**src/rtl/fb_scanout.sv**
```systemverilog
// fb_scanout: character-cell framebuffer scan-out engine.
//
// The visible raster is split into cells of CELL_W x CELL_H pixels. Each cell
// maps to one 4-bit colour index in an external single-port synchronous RAM
// holding FB_ROWS x FB_COLS entries, addressed as {row, col}. During visible
// pixels the RAM port is used for reads. During blanking the host may write
// through it.
//
// Ports:
//   clk, rst                  - pixel clock, synchronous active-high reset
//   hsync_in, vsync_in        - syncs from the timing generator
//   active_in                 - visible-pixel flag from the timing generator
//   wr_req, wr_addr, wr_data  - host write request. Held until wr_ack.
//   wr_ack                    - one-cycle write-accepted pulse
//   ram_addr, ram_din, ram_we - registered RAM port controls
//   ram_dout                  - RAM read data, one cycle after ram_addr
//   pixel_out                 - registered colour index. Zero when blank.
//   hsync_out, vsync_out,
//   active_out                - timing inputs delayed by two registers
module fb_scanout #(
  parameter int FB_COLS         = 32,
  parameter int FB_ROWS         = 32,
  parameter int CELL_W          = 20,
  parameter int CELL_H          = 15,
  parameter bit SYNC_ACTIVE_LOW = 1'b1,
  localparam int COL_W          = $clog2(FB_COLS),
  localparam int ROW_W          = $clog2(FB_ROWS),
  localparam int ADDR_WIDTH     = COL_W + ROW_W,
  localparam int DATA_WIDTH     = 4
) (
  input  logic                  clk,
  input  logic                  rst,
  input  logic                  hsync_in,
  input  logic                  vsync_in,
  input  logic                  active_in,
  input  logic                  wr_req,
  input  logic [ADDR_WIDTH-1:0] wr_addr,
  input  logic [DATA_WIDTH-1:0] wr_data,
  output logic                  wr_ack,
  output logic [ADDR_WIDTH-1:0] ram_addr,
  output logic [DATA_WIDTH-1:0] ram_din,
  output logic                  ram_we,
  input  logic [DATA_WIDTH-1:0] ram_dout,
  output logic [DATA_WIDTH-1:0] pixel_out,
  output logic                  hsync_out,
  output logic                  vsync_out,
  output logic                  active_out
);

  localparam int   CX_W     = (CELL_W > 1) ? $clog2(CELL_W) : 1;
  localparam int   CY_W     = (CELL_H > 1) ? $clog2(CELL_H) : 1;
  localparam logic SYNC_ON  = SYNC_ACTIVE_LOW ? 1'b0 : 1'b1;
  localparam logic SYNC_OFF = ~SYNC_ON;

  logic [CX_W-1:0]       cell_x_q, cell_x_d;
  logic [COL_W-1:0]      col_q, col_d;
  logic [CY_W-1:0]       cell_y_q, cell_y_d;
  logic [ROW_W-1:0]      row_q, row_d;
  logic                  active_prev_q;
  logic                  vsync_prev_q;
  logic [ADDR_WIDTH-1:0] ram_addr_q, ram_addr_d;
  logic [DATA_WIDTH-1:0] ram_din_q, ram_din_d;
  logic                  ram_we_q, ram_we_d;
  logic                  wr_ack_q, wr_ack_d;
  logic [DATA_WIDTH-1:0] pixel_q;
  // Delay stages packed as {hsync, vsync, active}.
  logic [2:0]            tim_s1_q, tim_s2_q;

  logic vs_start;
  logic line_end;

  assign vs_start = (vsync_in == SYNC_ON) && (vsync_prev_q != SYNC_ON);
  assign line_end = active_prev_q && !active_in;

  // Cell/row position counters. A frame start overrides everything else.
  always_comb begin
    cell_x_d = cell_x_q;
    col_d    = col_q;
    cell_y_d = cell_y_q;
    row_d    = row_q;
    if (vs_start) begin
      cell_x_d = '0;
      col_d    = '0;
      cell_y_d = '0;
      row_d    = '0;
    end else if (active_in) begin
      if (cell_x_q == CX_W'(CELL_W - 1)) begin
        cell_x_d = '0;
        // Pixels past the last column keep reading the last column.
        if (col_q != COL_W'(FB_COLS - 1)) col_d = col_q + 1'b1;
      end else begin
        cell_x_d = cell_x_q + 1'b1;
      end
    end else if (line_end) begin
      cell_x_d = '0;
      col_d    = '0;
      if (cell_y_q == CY_W'(CELL_H - 1)) begin
        cell_y_d = '0;
        if (row_q != ROW_W'(FB_ROWS - 1)) row_d = row_q + 1'b1;
      end else begin
        cell_y_d = cell_y_q + 1'b1;
      end
    end
  end

  // RAM port arbitration. Visible pixels always own the port. The host only
  // gets it during blanking, and is acknowledged in the cycle its write issues.
  always_comb begin
    ram_addr_d = ram_addr_q;
    ram_din_d  = ram_din_q;
    ram_we_d   = 1'b0;
    wr_ack_d   = 1'b0;
    if (active_in) begin
      ram_addr_d = {row_q, col_q};
    end else if (wr_req) begin
      ram_addr_d = wr_addr;
      ram_din_d  = wr_data;
      ram_we_d   = 1'b1;
      wr_ack_d   = 1'b1;
    end
  end

  always_ff @(posedge clk) begin
    if (rst) begin
      cell_x_q      <= '0;
      col_q         <= '0;
      cell_y_q      <= '0;
      row_q         <= '0;
      active_prev_q <= 1'b0;
      vsync_prev_q  <= SYNC_OFF;
      ram_addr_q    <= '0;
      ram_din_q     <= '0;
      ram_we_q      <= 1'b0;
      wr_ack_q      <= 1'b0;
      pixel_q       <= '0;
      tim_s1_q      <= {SYNC_OFF, SYNC_OFF, 1'b0};
      tim_s2_q      <= {SYNC_OFF, SYNC_OFF, 1'b0};
    end else begin
      cell_x_q      <= cell_x_d;
      col_q         <= col_d;
      cell_y_q      <= cell_y_d;
      row_q         <= row_d;
      active_prev_q <= active_in;
      vsync_prev_q  <= vsync_in;
      ram_addr_q    <= ram_addr_d;
      ram_din_q     <= ram_din_d;
      ram_we_q      <= ram_we_d;
      wr_ack_q      <= wr_ack_d;
      tim_s1_q      <= {hsync_in, vsync_in, active_in};
      tim_s2_q      <= tim_s1_q;
      // Stage 1 lines up with ram_addr and stage 2 lines up with ram_dout.
      // The stage-2 active bit therefore qualifies the data returned.
      pixel_q       <= tim_s2_q[0] ? ram_dout : '0;
    end
  end

  assign ram_addr   = ram_addr_q;
  assign ram_din    = ram_din_q;
  assign ram_we     = ram_we_q;
  assign wr_ack     = wr_ack_q;
  assign pixel_out  = pixel_q;
  assign hsync_out  = tim_s2_q[2];
  assign vsync_out  = tim_s2_q[1];
  assign active_out = tim_s2_q[0];

endmodule

```
**config.mk**
```make
export PLATFORM = sky130hd
export DESIGN_NAME = fb_scanout
export DESIGN_NICKNAME = d
export VERILOG_FILES = /design/src/rtl/fb_scanout.sv
export SDC_FILE = /design/constraint.sdc
export NUM_CORES = 1
export LEC_CHECK = 0
export ABC_AREA = 1
export CAP_MARGIN = 0
export CELL_PAD_IN_SITES_DETAIL_PLACEMENT = 0
export CELL_PAD_IN_SITES_GLOBAL_PLACEMENT = 1
export CORE_UTILIZATION = 32
export DETAILED_ROUTE_END_ITERATION = 8
export MAX_ROUTING_LAYER = met4
export PLACE_DENSITY_LB_ADDON = 0.1
export RECOVER_POWER = 25
export SLEW_MARGIN = 20
export SYNTH_ARGS = -nofsm -noshare
export SYNTH_HDL_FRONTEND = slang
export SYNTH_SLANG_ARGS = --single-unit
```
**constraint.sdc**
```tcl
create_clock -name clk -period 1.4 [get_ports clk]
set_input_delay 0.28 -clock clk [delete_from_list [all_inputs] [get_ports clk]]
set_output_delay 0.28 -clock clk [all_outputs]
set_load 0.05 [all_outputs]
```
==> impl_metrics.py <==
metrics = {
    "logic_synthesis": {
        "synth_ff_type": "dfxtp_1",
        "synthesis.nets": 295,
        "synth_top_area_cell": "dfxtp_1",
        "synth-edff-count": 0,
        "syn-instance-count": 266,
        "synthDominantCellAreaShare": 0.440,
        "synth_seq_cells": 44,
        "synth-async-reset-ratio": 0,
        "avgSynthCellArea_sq_um": 7.53,
        "syn_area_sq_um": 2000,
        "synth_common_cells": "76 x nand2_1, 44 x dfxtp_1, 30 x inv_1",
        "synthTopCellsByArea": "dfxtp_1 44%, nand2_1 14%, inv_1 5.6%, nor2_1 5.4%, a21oi_1 3.5%",
        "ys_types": 31,
        "synth_seq_area_share": 0.440,
        "yosysWarnings": 0,
        "yosysMostFrequentCell": "nand2_1",
    },
    "drt": {
        "drtIter0Drc": 84,
        "drc": 0,
        "wl_met3_microns": 130,
        "antenna_left": 0,
        "via_per_inst": 4.43,
        "firstDrtPassIters": 4,
        "wl_met1_microns": 2280,
        "dr_wl_met2_microns": 2280,
        "wirelength_microns": 4780,
        "wl_per_cell_microns": 11.6,
        "via_count": 1829,
        "top_layer_used": "met4",
    },
    "power_and_ir_drop": {
        "cellPowerDensity_nw_per_um2": 912,
        "ir_worst_vdd_v": 0.000517,
        "leakage_nw": 1.35,
    },
    "critical_path": {
        "cp.depth": 11,
        "cp_common_cell": "nand2_2",
        "critical_path_required_ps": 1640,
        "path_max_fanout": 5,
        "crit_slowest_cell": "dfxtp_2",
        "critPathLaunchType": "register",
        "slowest_delay_ps": 340,
        "crit_chain": "ha_4, nand2_2, nor2_1, ha_1, nand2_1, inv_2, nor2_8, nand3_2, nand2_2, clkinv_2, nor2_2",
        "endpoint_kind": "register",
        "cp_num_buf_inv": 2,
        "r2r_cells": 11,
        "worstPathArrival_ps": 1630,
        "cpLargestDelayFamily": "simple AND/OR/NAND/NOR gates",
        "worstSetupPathType": "reg -> reg",
    },
    "sta": {
        "slew_headroom": 0.798,
        "hold_viol_final": 0,
        "setup_violations": 0,
        "rsz0062_at_grt": "yes",
        "drv_slew": 0,
        "fin_crit_sh": 0.999,
        "worst_slack_ps": 1.28,
        "tightestPinTransition_ps": 302,
        "finalClockSkew_ps": 4.65,
        "fmax_ghz": 0.715,
        "finalCriticalPeriod_ps": 1400,
    },
    "clocking": {
        "cts_root_buf": "clkbuf_8",
        "insertion_delay_ps": 290,
        "ctsHoldBuffers": 0,
        "cts_tree": "done",
        "cts_setup_buffers": 0,
        "cts.sinks": 44,
        "clk_pin_slew_ps": 80,
        "numCtsBuffers": 5,
        "ctsHtreeMaxLevel": 2,
        "clk_path_buf_depth": 2,
    },
    "placed_design": {
        "place_ws_ps": -227,
        "routabilityCongestion": 0.758,
        "dpl.cell_count": 404,
        "hpwl_microns": 3630,
        "port-buffer-count": 46,
    },
    "floorplanning": {
        "die-area_sq_um": 6580,
        "initial_core_util": 0.334,
        "die_w_microns": 81.1,
        "die_h_microns": 81.1,
        "core_sq_um": 5990,
        "row_count": 28,
        "io_pins": 47,
    },
    "job": {
        "max_cap_violations": 0,
    },
    "worst_hold_path": {
        "hold_class": "reg -> reg",
        "whs_path_depth": 1,
    },
    "global_route": {
        "grt_pass1_wl_microns": 7680,
        "grtUsageTotal": 0.160,
        "overflow": 0,
        "grt_max_degree": 14,
        "antenna_found_initial": 0,
        "grt_pass1_vias": 1676,
    },
    "run_status": {
        "status": "complete, no violations",
    },
    "finish": {
        "layout.nets": 366,
        "area_delta_synth_final_pct": 50.9,
        "n_antenna_cell": 0,
        "regArea_sq_um": 886,
        "layout-drive-gt1-share": 0.290,
        "fin_cells": 413,
        "multi_input_area_sq_um": 1030,
        "fillers": 585,
    },
}
## through the flow
step           cell area [sq um]  setup TNS, ps   util  power, mW  hold WS (ps)
4_1_cts                     3060          -1.28  0.510       2.82           425
3_5_place_dp                2900          -5760  0.484       1.83           400
2_1_floorplan               2000              0      -       1.58           352
5_1_grt                     3020           -540  0.504       2.89           453
6_report                    3020              0  0.504       2.76           424
3_3_place_gp                2900          -4870  0.484       1.83           407
## state kept, by name, summed over array words and instances, names as in the netlist
register / cells
row_q: 5
tim_s2_q: 3
cell_x_q: 5
ram_din: 4
col_q: 5
ram_addr: 10
cell_y_q: 4
pixel_out: 4
wr_ack: 1
tim_s1_q: 3
## logic make-up (layout without fill, tap and decap cells)
family          after synthesis  count (layout)  share of synthesized area
simple gates                143             144                      0.329
flops                        44              44                      0.440
buf+inv                      42             113                     0.0981
compound gates               31              31                     0.0969
fa+ha+maj                     5               5                     0.0313
xor+xnor                      1               1                    0.00438
## placed cells by master, fill, tap and decap left out, types with 5 or more instances in the layout
master,n
dfxtp_1,40
nor2_1,28
inv_1,28
nand4_1,5
a22oi_1,6
buf_4,21
o21ai_0,5
buf_12,17
clkbuf_8,5
nor2_4,5
clkbuf_2,6
nand3_1,11
nand2_2,5
inv_2,6
a21oi_1,10
clkdlybuf4s50_1,22
nand2_1,72
## worst paths after layout
check,start,to,slack (ps)
worst max-delay path,col_q[0],col_q[2],1
worst min-delay path,tim_s1_q[2],tim_s2_q[2],420
worst max register to register,col_q[0],col_q[2],1
worst min register to register,tim_s1_q[2],tim_s2_q[2],420
## area by class of cell
cell class | instances | share of cell area
multi-input cells | 181 | 0.340
flip-flops and latches | 44 | 0.293
repair buffers | 69 | 0.255
inverters | 36 | 0.0460
well taps | 75 | 0.0311
clock buffers | 6 | 0.0240
clock inverters | 2 | 0.0116
## report_power, final
part           internal, mW  switching (mW)  leakage, nW
logic                 0.225           0.244        0.934
registers              1.29          0.0386        0.361
clock network         0.530           0.429       0.0552
total                  2.05           0.712         1.35
## routing by layer
metal  up-vias  global-route usage
li1        977                   -
met1       812               0.195
met2        31               0.254
met3         9              0.0360
met4         0              0.0643
met5         -                   -
## worst register-to-register path, stage by stage, from the launching register on
cell      delay (ps)
dfxtp_2          340
ha_4             160
nand2_2           60
nor2_1            40
ha_1             180
nand2_1           80
inv_2             80
nor2_8           130
nand3_2           90
nand2_2           70
clkinv_2          50
nor2_2            70
## timing repair
| item | CTS | global route |
|---|---|---|
| setup endpoints to repair | 10 | 18 |
| pin swaps | 7 | 7 |
| hold endpoints to repair | 0 | 0 |
| resized for setup | 13 | 13 |
| cloned | 1 | 0 |
Power figures use the tool's default switching activity.
